$ cat config.mk
export PLATFORM = sky130hd
export DESIGN_NAME = sram_bist_ctrl
export DESIGN_NICKNAME = d
export VERILOG_FILES = /design/src/rtl/sram_bist_pkg.sv /design/src/rtl/sram_bist_checker.sv /design/src/rtl/sram_bist_ctrl.sv
export SDC_FILE = /design/constraint.sdc
export NUM_CORES = 1
export LEC_CHECK = 0
export ABC_CLOCK_PERIOD_IN_PS = 2110
export CORE_MARGIN = 2
export CORE_UTILIZATION = 45
export CTS_BUF_LIST = sky130_fd_sc_hd__clkbuf_4 sky130_fd_sc_hd__clkbuf_8
export CTS_CLUSTER_DIAMETER = 30
export DETAILED_ROUTE_END_ITERATION = 10
export GPL_TIMING_DRIVEN = 1
export PLACE_DENSITY = 0.71
export SYNTH_ARGS = -nofsm -noshare
export SYNTH_HDL_FRONTEND = slang
export SYNTH_SLANG_ARGS = --single-unit
$ cat constraint.sdc
create_clock -name clk0 -period 2.11 [get_ports clk0]
set_input_delay 0.5275 -clock clk0 [delete_from_list [all_inputs] [get_ports clk0]]
set_output_delay 0.5275 -clock clk0 [all_outputs]
set_load 0.1 [all_outputs]
$ cat src/rtl/sram_bist_pkg.sv
// rtl/sram_bist_pkg.sv - shared types and March C- element tables for the SRAM BIST controller
package sram_bist_pkg;

  typedef enum logic [1:0] {ST_IDLE, ST_RUN, ST_DRAIN, ST_DONE} state_e;

  typedef logic [2:0] elem_t;

  localparam int    NUM_ELEM   = 6;
  localparam int    PIPE_DEPTH = 2;
  localparam elem_t LAST_ELEM  = elem_t'(NUM_ELEM - 1);

  // One bit per element (bit index = element number).
  // E0 w0 | E1 r0 w1 | E2 r1 w0 | E3 down r0 w1 | E4 down r1 w0 | E5 r0
  localparam logic [7:0] ELEM_DOWN   = 8'b0001_1000;
  localparam logic [7:0] ELEM_TWO_OP = 8'b0001_1110;
  localparam logic [7:0] OP0_READ    = 8'b0011_1110;
  localparam logic [7:0] OP0_ONES    = 8'b0001_0100;
  localparam logic [7:0] OP1_ONES    = 8'b0000_1010;

  function automatic logic elem_down(input elem_t e);
    return ELEM_DOWN[e];
  endfunction

  function automatic logic elem_two_op(input elem_t e);
    return ELEM_TWO_OP[e];
  endfunction

  // The second op of an element is always a write.
  function automatic logic op_read(input elem_t e, input logic op);
    return op ? 1'b0 : OP0_READ[e];
  endfunction

  function automatic logic op_ones(input elem_t e, input logic op);
    return op ? OP1_ONES[e] : OP0_ONES[e];
  endfunction

endpackage

$ cat src/rtl/sram_bist_checker.sv
// rtl/sram_bist_checker.sv - read-data pipeline, comparator and fail capture (SRAM_BIST_HALT_ON_FAIL_EN flushes on mismatch)
module sram_bist_checker
  import sram_bist_pkg::*;
#(
  parameter int DATA_WIDTH = 2,
  parameter int ADDR_WIDTH = 4,
  parameter int CNT_WIDTH  = 16
) (
  input  logic                  clk_i,
  input  logic                  rst_i,
  input  logic                  clr_i,
  input  logic                  rd_valid_i,
  input  logic [DATA_WIDTH-1:0] rd_exp_i,
  input  logic [ADDR_WIDTH-1:0] rd_addr_i,
  input  logic [DATA_WIDTH-1:0] dout_i,
  output logic                  halt_o,
  output logic                  fail_o,
  output logic [ADDR_WIDTH-1:0] fail_addr_o,
  output logic [DATA_WIDTH-1:0] fail_data_o,
  output logic [CNT_WIDTH-1:0]  err_count_o
);

  localparam int TOP = PIPE_DEPTH - 1;

  logic [PIPE_DEPTH-1:0]                 vld_q, vld_d;
  logic [PIPE_DEPTH-1:0][DATA_WIDTH-1:0] exp_q, exp_d;
  logic [PIPE_DEPTH-1:0][ADDR_WIDTH-1:0] adr_q, adr_d;
  logic                                  fail_q, fail_d;
  logic [ADDR_WIDTH-1:0]                 faddr_q, faddr_d;
  logic [DATA_WIDTH-1:0]                 fdata_q, fdata_d;
  logic [CNT_WIDTH-1:0]                  cnt_q, cnt_d;
  logic                                  mismatch;

  // The oldest pipeline slot lines up with dout0 two edges after the read was presented.
  assign mismatch = vld_q[TOP] && (dout_i != exp_q[TOP]);

`ifdef SRAM_BIST_HALT_ON_FAIL_EN
  assign halt_o = mismatch;
`else
  assign halt_o = 1'b0;
`endif

  assign fail_o      = fail_q;
  assign fail_addr_o = faddr_q;
  assign fail_data_o = fdata_q;
  assign err_count_o = cnt_q;

  // Shift the expected-data pipeline and fold each compare into the sticky status.
  always_comb begin
    vld_d   = {vld_q[PIPE_DEPTH-2:0], rd_valid_i};
    exp_d   = {exp_q[PIPE_DEPTH-2:0], rd_exp_i};
    adr_d   = {adr_q[PIPE_DEPTH-2:0], rd_addr_i};
    fail_d  = fail_q;
    faddr_d = faddr_q;
    fdata_d = fdata_q;
    cnt_d   = cnt_q;
`ifdef SRAM_BIST_HALT_ON_FAIL_EN
    if (mismatch) vld_d = '0;
`endif
    if (clr_i) begin
      fail_d  = 1'b0;
      faddr_d = '0;
      fdata_d = '0;
      cnt_d   = '0;
    end else if (mismatch) begin
      fail_d = 1'b1;
      if (!fail_q) begin
        faddr_d = adr_q[TOP];
        fdata_d = dout_i;
      end
      if (cnt_q != {CNT_WIDTH{1'b1}}) cnt_d = cnt_q + CNT_WIDTH'(1);
    end
  end

  // Pipeline and status registers; reset discards any pending compares.
  always_ff @(posedge clk_i) begin
    if (rst_i) begin
      vld_q   <= '0;
      exp_q   <= '0;
      adr_q   <= '0;
      fail_q  <= 1'b0;
      faddr_q <= '0;
      fdata_q <= '0;
      cnt_q   <= '0;
    end else begin
      vld_q   <= vld_d;
      exp_q   <= exp_d;
      adr_q   <= adr_d;
      fail_q  <= fail_d;
      faddr_q <= faddr_d;
      fdata_q <= fdata_d;
      cnt_q   <= cnt_d;
    end
  end

endmodule

$ cat src/rtl/sram_bist_ctrl.sv
// rtl/sram_bist_ctrl.sv - March C- BIST sequencer for a 1RW OpenRAM macro; SRAM_BIST_HALT_ON_FAIL_EN stops on first mismatch
module sram_bist_ctrl
  import sram_bist_pkg::*;
#(
  parameter int DATA_WIDTH = 2,
  parameter int ADDR_WIDTH = 4,
  parameter int CNT_WIDTH  = 16
) (
  input  logic                  clk0,
  input  logic                  rst0,
  input  logic                  start,
  output logic                  busy,
  output logic                  done,
  output logic                  fail,
  output logic [ADDR_WIDTH-1:0] fail_addr,
  output logic [DATA_WIDTH-1:0] fail_data,
  output logic [CNT_WIDTH-1:0]  err_count,
  output logic                  csb0,
  output logic                  web0,
  output logic [ADDR_WIDTH-1:0] addr0,
  output logic [DATA_WIDTH-1:0] din0,
  input  logic [DATA_WIDTH-1:0] dout0
);

  localparam logic [ADDR_WIDTH-1:0] ADDR_MAX = {ADDR_WIDTH{1'b1}};

  state_e                state_q, state_d;
  elem_t                 elem_q, elem_d;
  logic [ADDR_WIDTH-1:0] addr_q, addr_d;
  logic                  op_q, op_d;
  logic                  drain_q, drain_d;
  logic                  csb0_q, csb0_d;
  logic                  web0_q, web0_d;
  logic [ADDR_WIDTH-1:0] addr0_q, addr0_d;
  logic [DATA_WIDTH-1:0] din0_q, din0_d;
  logic                  busy_q, busy_d;
  logic                  done_q, done_d;
  logic                  clr_q, clr_d;
  logic                  rd_valid;
  logic [DATA_WIDTH-1:0] rd_exp;
  logic [DATA_WIDTH-1:0] op_data;
  logic [ADDR_WIDTH-1:0] end_addr;
  elem_t                 elem_nxt;
  logic                  halt;

  assign op_data  = {DATA_WIDTH{op_ones(elem_q, op_q)}};
  assign end_addr = elem_down(elem_q) ? '0 : ADDR_MAX;
  assign elem_nxt = elem_q + 3'd1;

  // Sequencer: the access for the current counters is registered onto the pins and the counters advance.
  always_comb begin
    state_d  = state_q;
    elem_d   = elem_q;
    addr_d   = addr_q;
    op_d     = op_q;
    drain_d  = drain_q;
    csb0_d   = 1'b1;
    web0_d   = 1'b1;
    addr0_d  = addr0_q;
    din0_d   = '0;
    busy_d   = (state_q == ST_RUN) || (state_q == ST_DRAIN);
    done_d   = (state_q == ST_DONE);
    clr_d    = 1'b0;
    rd_valid = 1'b0;
    rd_exp   = '0;
    case (state_q)
      ST_IDLE, ST_DONE: begin
        if (start) begin
          state_d = ST_RUN;
          elem_d  = '0;
          addr_d  = '0;
          op_d    = 1'b0;
          clr_d   = 1'b1;
        end
      end
      ST_RUN: begin
        if (!halt) begin
          csb0_d  = 1'b0;
          addr0_d = addr_q;
          if (op_read(elem_q, op_q)) begin
            rd_valid = 1'b1;
            rd_exp   = op_data;
          end else begin
            web0_d = 1'b0;
            din0_d = op_data;
          end
          if (elem_two_op(elem_q) && !op_q) begin
            op_d = 1'b1;
          end else begin
            op_d = 1'b0;
            if (addr_q == end_addr) begin
              if (elem_q == LAST_ELEM) begin
                state_d = ST_DRAIN;
                drain_d = 1'b0;
              end else begin
                elem_d = elem_nxt;
                addr_d = elem_down(elem_nxt) ? ADDR_MAX : '0;
              end
            end else begin
              addr_d = elem_down(elem_q) ? addr_q - 1'b1 : addr_q + 1'b1;
            end
          end
        end
      end
      ST_DRAIN: begin
        drain_d = 1'b1;
        if (drain_q) state_d = ST_DONE;
      end
      default: state_d = ST_IDLE;
    endcase
    if (halt) state_d = ST_DONE;
  end

  // State, counters and registered macro/status outputs.
  always_ff @(posedge clk0) begin
    if (rst0) begin
      state_q <= ST_IDLE;
      elem_q  <= '0;
      addr_q  <= '0;
      op_q    <= 1'b0;
      drain_q <= 1'b0;
      csb0_q  <= 1'b1;
      web0_q  <= 1'b1;
      addr0_q <= '0;
      din0_q  <= '0;
      busy_q  <= 1'b0;
      done_q  <= 1'b0;
      clr_q   <= 1'b0;
    end else begin
      state_q <= state_d;
      elem_q  <= elem_d;
      addr_q  <= addr_d;
      op_q    <= op_d;
      drain_q <= drain_d;
      csb0_q  <= csb0_d;
      web0_q  <= web0_d;
      addr0_q <= addr0_d;
      din0_q  <= din0_d;
      busy_q  <= busy_d;
      done_q  <= done_d;
      clr_q   <= clr_d;
    end
  end

  assign csb0  = csb0_q;
  assign web0  = web0_q;
  assign addr0 = addr0_q;
  assign din0  = din0_q;
  assign busy  = busy_q;
  assign done  = done_q;

  sram_bist_checker #(
    .DATA_WIDTH(DATA_WIDTH),
    .ADDR_WIDTH(ADDR_WIDTH),
    .CNT_WIDTH (CNT_WIDTH)
  ) u_checker (
    .clk_i      (clk0),
    .rst_i      (rst0),
    .clr_i      (clr_q),
    .rd_valid_i (rd_valid),
    .rd_exp_i   (rd_exp),
    .rd_addr_i  (addr_q),
    .dout_i     (dout0),
    .halt_o     (halt),
    .fail_o     (fail),
    .fail_addr_o(fail_addr),
    .fail_data_o(fail_data),
    .err_count_o(err_count)
  );

endmodule

Word level (Yosys, flattened, before mapping)
Memory sizes are Yosys's and may differ from the RTL's. A register that Yosys moved wholly into a read port is not among the register bits.
Cells that the tools add are included.
{"block": "op_classes", "n_reduce_logical": 20, "n_div": 0, "mul": 0, "bitwise_logic": 4, "n_eq_ne": 14, "n_mux": 47, "add_sub_neg": 4, "magnitude_cmp": 2, "shifts": 0}
{"cell": "$mux 3", "count": 14}
{"cell": "$mux 4", "count": 7}
{"cell": "$add 16x1->16 const B", "count": 1}
{"cell": "$mux 1", "count": 16}
{"cell": "$ne 16x16->1 const B", "count": 1}
{"cell": "$mux 2", "count": 5}
{"cell": "$reduce_and 5->1", "count": 2}
{"cell": "$lt 3x4->1 const B", "count": 2}
{"cell": "$ne 2x2->1 const B", "count": 4}
{"cell": "$pmux 4 s2", "count": 1}
{"cell": "$reduce_and 4->1", "count": 2}
{"cell": "$reduce_or 2->1", "count": 4}
{"cell": "$pmux 2 s3", "count": 1}
{"cell": "$pmux 3 s2", "count": 1}
{"cell": "$reduce_and 2->1", "count": 3}
{"cell": "$reduce_or 3->1", "count": 2}
{"cell": "$add 4x1->4 const B", "count": 1}
{"cell": "$eq 2x2->1 const B", "count": 2}
{"cell": "$eq 4x4->1", "count": 1}
{"cell": "$ne 2x1->1 const B", "count": 2}
{"cell": "$not 1->1", "count": 4}
{"cell": "$pmux 1 s2", "count": 2}
{"cell": "$reduce_bool 2->1", "count": 2}
{"cell": "$sub 4x1->4 const B", "count": 1}
{"cell": "9 further kinds", "count": 10}
{"block": "totals", "out_inout_bits": 33, "in_bits": 5, "regBits": 56, "word_cells": 119, "romBits": 48, "n_memories": 6, "latch_bits": 0, "ram_bits": 0}
{"name": "(name not given)", "words": 8, "width": 1, "read_ports": 1, "rd_clocked_by_memory_dff": 1, "write_ports": 0, "line_no": "sram_bist_pkg.sv:21", "rtl": "return ELEM_DOWN[e];"}
{"name": "(name not given)", "words": 8, "width": 1, "read_ports": 1, "rd_clocked_by_memory_dff": 0, "write_ports": 0, "line_no": "sram_bist_pkg.sv:21"}
{"name": "(name not given)", "words": 8, "width": 1, "read_ports": 1, "rd_clocked_by_memory_dff": 1, "write_ports": 0, "line_no": "sram_bist_pkg.sv:25", "rtl": "return ELEM_TWO_OP[e];"}
{"name": "(name not given)", "words": 8, "width": 1, "read_ports": 1, "rd_clocked_by_memory_dff": 1, "write_ports": 0, "line_no": "sram_bist_pkg.sv:30", "rtl": "return op ? 1'b0 : OP0_READ[e];"}
{"name": "(name not given)", "words": 8, "width": 1, "read_ports": 1, "rd_clocked_by_memory_dff": 1, "write_ports": 0, "line_no": "sram_bist_pkg.sv:34", "rtl": "return op ? OP1_ONES[e] : OP0_ONES[e];"}
{"name": "(name not given)", "words": 8, "width": 1, "read_ports": 1, "rd_clocked_by_memory_dff": 1, "write_ports": 0, "line_no": "sram_bist_pkg.sv:34"}

Depth between registers and ports, before layout
{"block": "logic_depth", "word_depth": 9, "mapped_depth": 11, "ltp_nobuf": 10}

Cells and area by module
Synthesis repeated with hierarchy kept, for this count alone.
{"block": "hier_totals", "cells_unflattened": 322, "hier_area_um2": 2985.4}
{"mod": "sram_bist_checker", "seq_area_each_um2": 740.7, "n_inst": 1, "cells_per_inst": 168, "area_per_inst_um2": 1582.8}
{"mod": "sram_bist_ctrl", "seq_area_each_um2": 520.5, "n_inst": 1, "cells_per_inst": 154, "area_per_inst_um2": 1402.6}

Worst setup path after synthesis
Ideal clock, no wire load.
{"block": "synth_path", "kind": "register to register", "from": "reg u_checker.cnt_q[3], in the netlist u_checker.err_count_o[3]", "to": "reg u_checker.cnt_q[13], in the netlist u_checker.err_count_o[13]", "path_buffers": 0, "setup_ns": 0.067, "t_required_ns": 2.043, "path_stages_with_launch": 7, "setup_slack_ns": -0.305, "period_less_slack_ns": 2.415, "arrival_time_ns": 2.348, "cell_sequence": "dfxtp_1 -> nand4_1 -> nor2_1 -> nor4b_1 -> nand4_1 -> xor2_1 -> nor2_1"}
{"block": "synth_between", "elab_chain_cells": 2, "elab_cells_between_ends": 3, "cone_classes": "add/sub (1); eq/ne (1); reduce/logical (1)"}
{"element": "start, declared", "line_no": "sram_bist_checker.sv:31", "rtl": "logic [CNT_WIDTH-1:0] cnt_q, cnt_d;"}
{"element": "start signal, assigned", "line_no": "sram_bist_checker.sv:92", "rtl": "cnt_q <= cnt_d;"}
{"element": "branches (longest 2 deep; another with $add 16x1->16)"}
Parallel ways; which one is timed is not known.
A chain may end at the register's enable or synchronous reset.

==> impl_metrics.py <==
metrics = {
    "status": {
        "status": "finished, final reports clean",
    },
    "synthesis": {
        "synth-xor-area-share": 0.0533,
        "synth-compound-area-share": 0.124,
        "synth_edf_count": 0,
        "synthArstFlopShare": 0,
        "ys_types": 49,
        "synth_fa_ha_area_frac": 0.0552,
        "synth_ff_type": "dfxtp_1",
        "synth_nets": 298,
        "avgSynthCellArea_um2": 9.33,
        "syn_inst": 282,
        "yosys-mux-area-fraction": 0.0381,
        "synthSimpleGateAreaFrac": 0.222,
        "synth_top_family_by_area": "simple AND/OR/NAND/NOR gates",
        "yosysSeqAreaShare": 0.464,
        "netlist_area_um2": 2630,
        "synth_seq_cells": 61,
        "yosys_warnings": 0,
    },
    "timing": {
        "finalSetupViolations": 0,
        "slew_viol_final": 0,
        "tightestPinTransition_ns": 0.630,
        "fin_crit_ns": 2.05,
        "rsz0062_at_grt": "yes",
        "setup_ws_ns": 0.0595,
        "relSlewSlack": 0.579,
        "hold_viol": 0,
        "setup_tns_ns": 0,
        "fin_skew_ns": 0.00997,
        "finalCritPeriodShare": 0.972,
        "max_freq_ghz": 0.488,
    },
    "detailed_routing": {
        "ant_nets": 0,
        "first_pass_iters": 4,
        "vias": 2127,
        "vias_per_cell": 5.08,
        "drtIter0Drc": 61,
        "wl_mm": 5.20,
        "drc": 0,
        "wire_per_inst_um": 12.4,
    },
    "place": {
        "globalplace.congestion": 0.821,
        "io_buffers": 37,
        "pre_cts_slack_ns": -0.288,
        "place_area_um2": 3160,
        "dp_hpwl_mm": 3.72,
        "dp.cells": 401,
    },
    "floorplanning": {
        "io_pins": 38,
        "die_height_um": 80.5,
        "dieWidth_um": 80.5,
        "core.rowCount": 27,
        "start_util": 0.472,
        "core-area_um2": 5570,
        "die_area_um2": 6470,
    },
    "clock_network": {
        "insertion_delay_ns": 0.33,
        "cts_root_buf": "clkbuf_8",
        "clockBufferDepth": 2,
        "numCtsBuffers": 9,
        "ctsHoldBuffers": 0,
        "cts_max_level": 3,
        "path_clk_slew_ns": 0.07,
        "cts.sinks": 61,
        "cts_tree": "built",
    },
    "global_route": {
        "grt_max_degree": 24,
        "grt_pass1_wl_mm": 8.58,
        "first_global_vias": 1934,
        "antenna_found_initial": 0,
        "grt.total_usage": 0.172,
        "overflow": 0,
    },
    "power": {
        "totalPowerFinal_mw": 3.01,
        "total_leakage_power_nw": 1.44,
        "pwr_density_cell_nw_per_um2": 888,
        "ir_drop_mv": 0.739,
    },
    "final_layout": {
        "nets": 358,
        "design_area_um2": 3400,
        "fin_cells": 419,
        "area.growth.synth_to_final_pct": 29.1,
        "diodes": 0,
        "drive_gt1_frac": 0.297,
    },
    "worst_setup_path": {
        "cp.arrival_ns": 2.33,
        "path_class": "reg2reg",
        "critPathMaxFanout": 7,
        "worst_ep_required_time_ns": 2.39,
        "worst_setup_path_start_kind": "flip-flop",
        "crit_path_end_kind": "flip-flop",
    },
    "min_path": {
        "hold_path.class": "reg2reg",
    },
    "run": {
        "cap_viol_max_count": 0,
    },
}
-- cell usage after synthesis (2+ instances only) --
library cell | instances | area [µm²]
a22o_1 | 4 | 35.0
o21ai_0 | 7 | 35.0
xnor2_1 | 5 | 43.8
or3_1 | 4 | 25.0
and3_1 | 3 | 18.8
nor2_1 | 38 | 143
a22oi_1 | 2 | 15.0
ha_1 | 10 | 125
nor4_1 | 4 | 25.0
nand2_1 | 22 | 82.6
a21oi_1 | 14 | 70.1
xor2_1 | 11 | 96.3
nand2b_1 | 3 | 18.8
nand3_1 | 9 | 45.0
a21o_1 | 2 | 15.0
o21bai_1 | 2 | 15.0
nand4_1 | 6 | 37.5
nor2b_1 | 11 | 68.8
a311oi_1 | 2 | 17.5
dfxtp_1 | 61 | 1220
mux2i_1 | 10 | 100
nor3_1 | 3 | 15.0
inv_1 | 17 | 63.8
clkbuf_1 | 7 | 26.3
-- per-layer routing --
metal  part of all wire  track usage  vias up
met1               0.49        0.219     1008
met3              0.036       0.0382        6
li1                   -            -     1080
met4              0.014       0.0932        0
met5                  0            0        -
met2               0.46        0.269       33
-- stage by stage --
stage / util / hold slack [ns]
after global placement: 0.567 / 0.416
after global routing: 0.609 / 0.451
after CTS: 0.601 / 0.436
after detailed placement: 0.567 / 0.423
after floorplan: - / 0.414
final: 0.609 / 0.436
-- cells in the final DEF, fill, tap and decap left out, types with 6 or more instances in the layout --
| cell | count |
|---|---|
| buf_4 | 52 |
| dfxtp_1 | 47 |
| nor2_1 | 37 |
| nand2_1 | 22 |
| inv_1 | 15 |
| a21oi_1 | 13 |
| dfxtp_2 | 12 |
| nor2b_1 | 11 |
| xor2_1 | 11 |
| mux2i_1 | 10 |
| clkbuf_8 | 10 |
| nand3_1 | 9 |
| ha_1 | 8 |
| o21ai_0 | 7 |
| nand4_1 | 6 |
-- cell families (layout without fill, tap and decap cells) --
| kind of cell | after synthesis | count (layout) |
|---|---|---|
| AOI/OAI and AO/OA | 42 | 42 |
| xor gates and xnor gates | 16 | 16 |
| adders and majority gates | 11 | 11 |
| buffers and inverters | 27 | 92 |
| DFF | 61 | 61 |
| muxes | 10 | 10 |
| and+or+nand+nor | 115 | 115 |
-- critical path, stage by stage, from the launching register on --
cell and delay [ns]:
dfxtp_4 0.38, inv_2 0.06, ha_4 0.17, and3b_4 0.19, or2_4 0.27, o31ai_4 0.28, o311ai_4 0.17, or3b_1 0.39
nand2_1 0.08
-- report_power, final --
part / leakage, nW / switching [mW] / total [mW] / internal [mW]
Clock: 0.0880 / 0.454 / 0.906 / 0.452
Sequential: 0.500 / 0.0467 / 1.27 / 1.22
Combinational: 0.854 / 0.491 / 0.843 / 0.352
-- state kept, by name, indices dropped and copies added, names as in the netlist, 2 cells and up, named ones only --
signal,cells
u_checker.adr_d,4
u_checker.adr_q,4
u_checker.fail_addr_o,4
elem_q,3
addr0,4
state_q,2
u_checker.fail_data_o,2
u_checker.err_count_o,16
u_checker.vld_q,2
addr_q,4
-- area by class of cell --
| cell class | instances | area (µm²) |
|---|---|---|
| fill | 504 | 2180 |
| inverter | 17 | 63.8 |
| tap | 72 | 90.1 |
| multi-input combinational | 194 | 1330 |
| clock buffer | 10 | 138 |
| sequential | 61 | 1240 |
| clock inverter | 6 | 38.8 |
| timing repair buffer | 59 | 490 |
-- repair_timing --
item                       4_1_cts  5_1_grt
buffers inserted                 1        1
setup endpoints to repair        3        9
pin swaps                        1        6
gates resized for setup          2        9
-- path summary, 6_finish.rpt --
path / startpoint / to / slack, ns / cells after the start
hold / removal: u_checker.adr_q[4]$_SDFF_PP0_ / u_checker.fail_addr_o[0]$_SDFFE_PP0P_ / 0.44 / 2
hold reg to reg: u_checker.adr_q[4]$_SDFF_PP0_ / u_checker.fail_addr_o[0]$_SDFFE_PP0P_ / 0.44 / 2
setup reg to reg: state_q[1]$_SDFFE_PP0P_ / flip-flop / 0.06 / 8
setup / recovery: state_q[1]$_SDFFE_PP0P_ / flip-flop / 0.06 / 8
No activity file was read; power rests on OpenSTA's default activity.
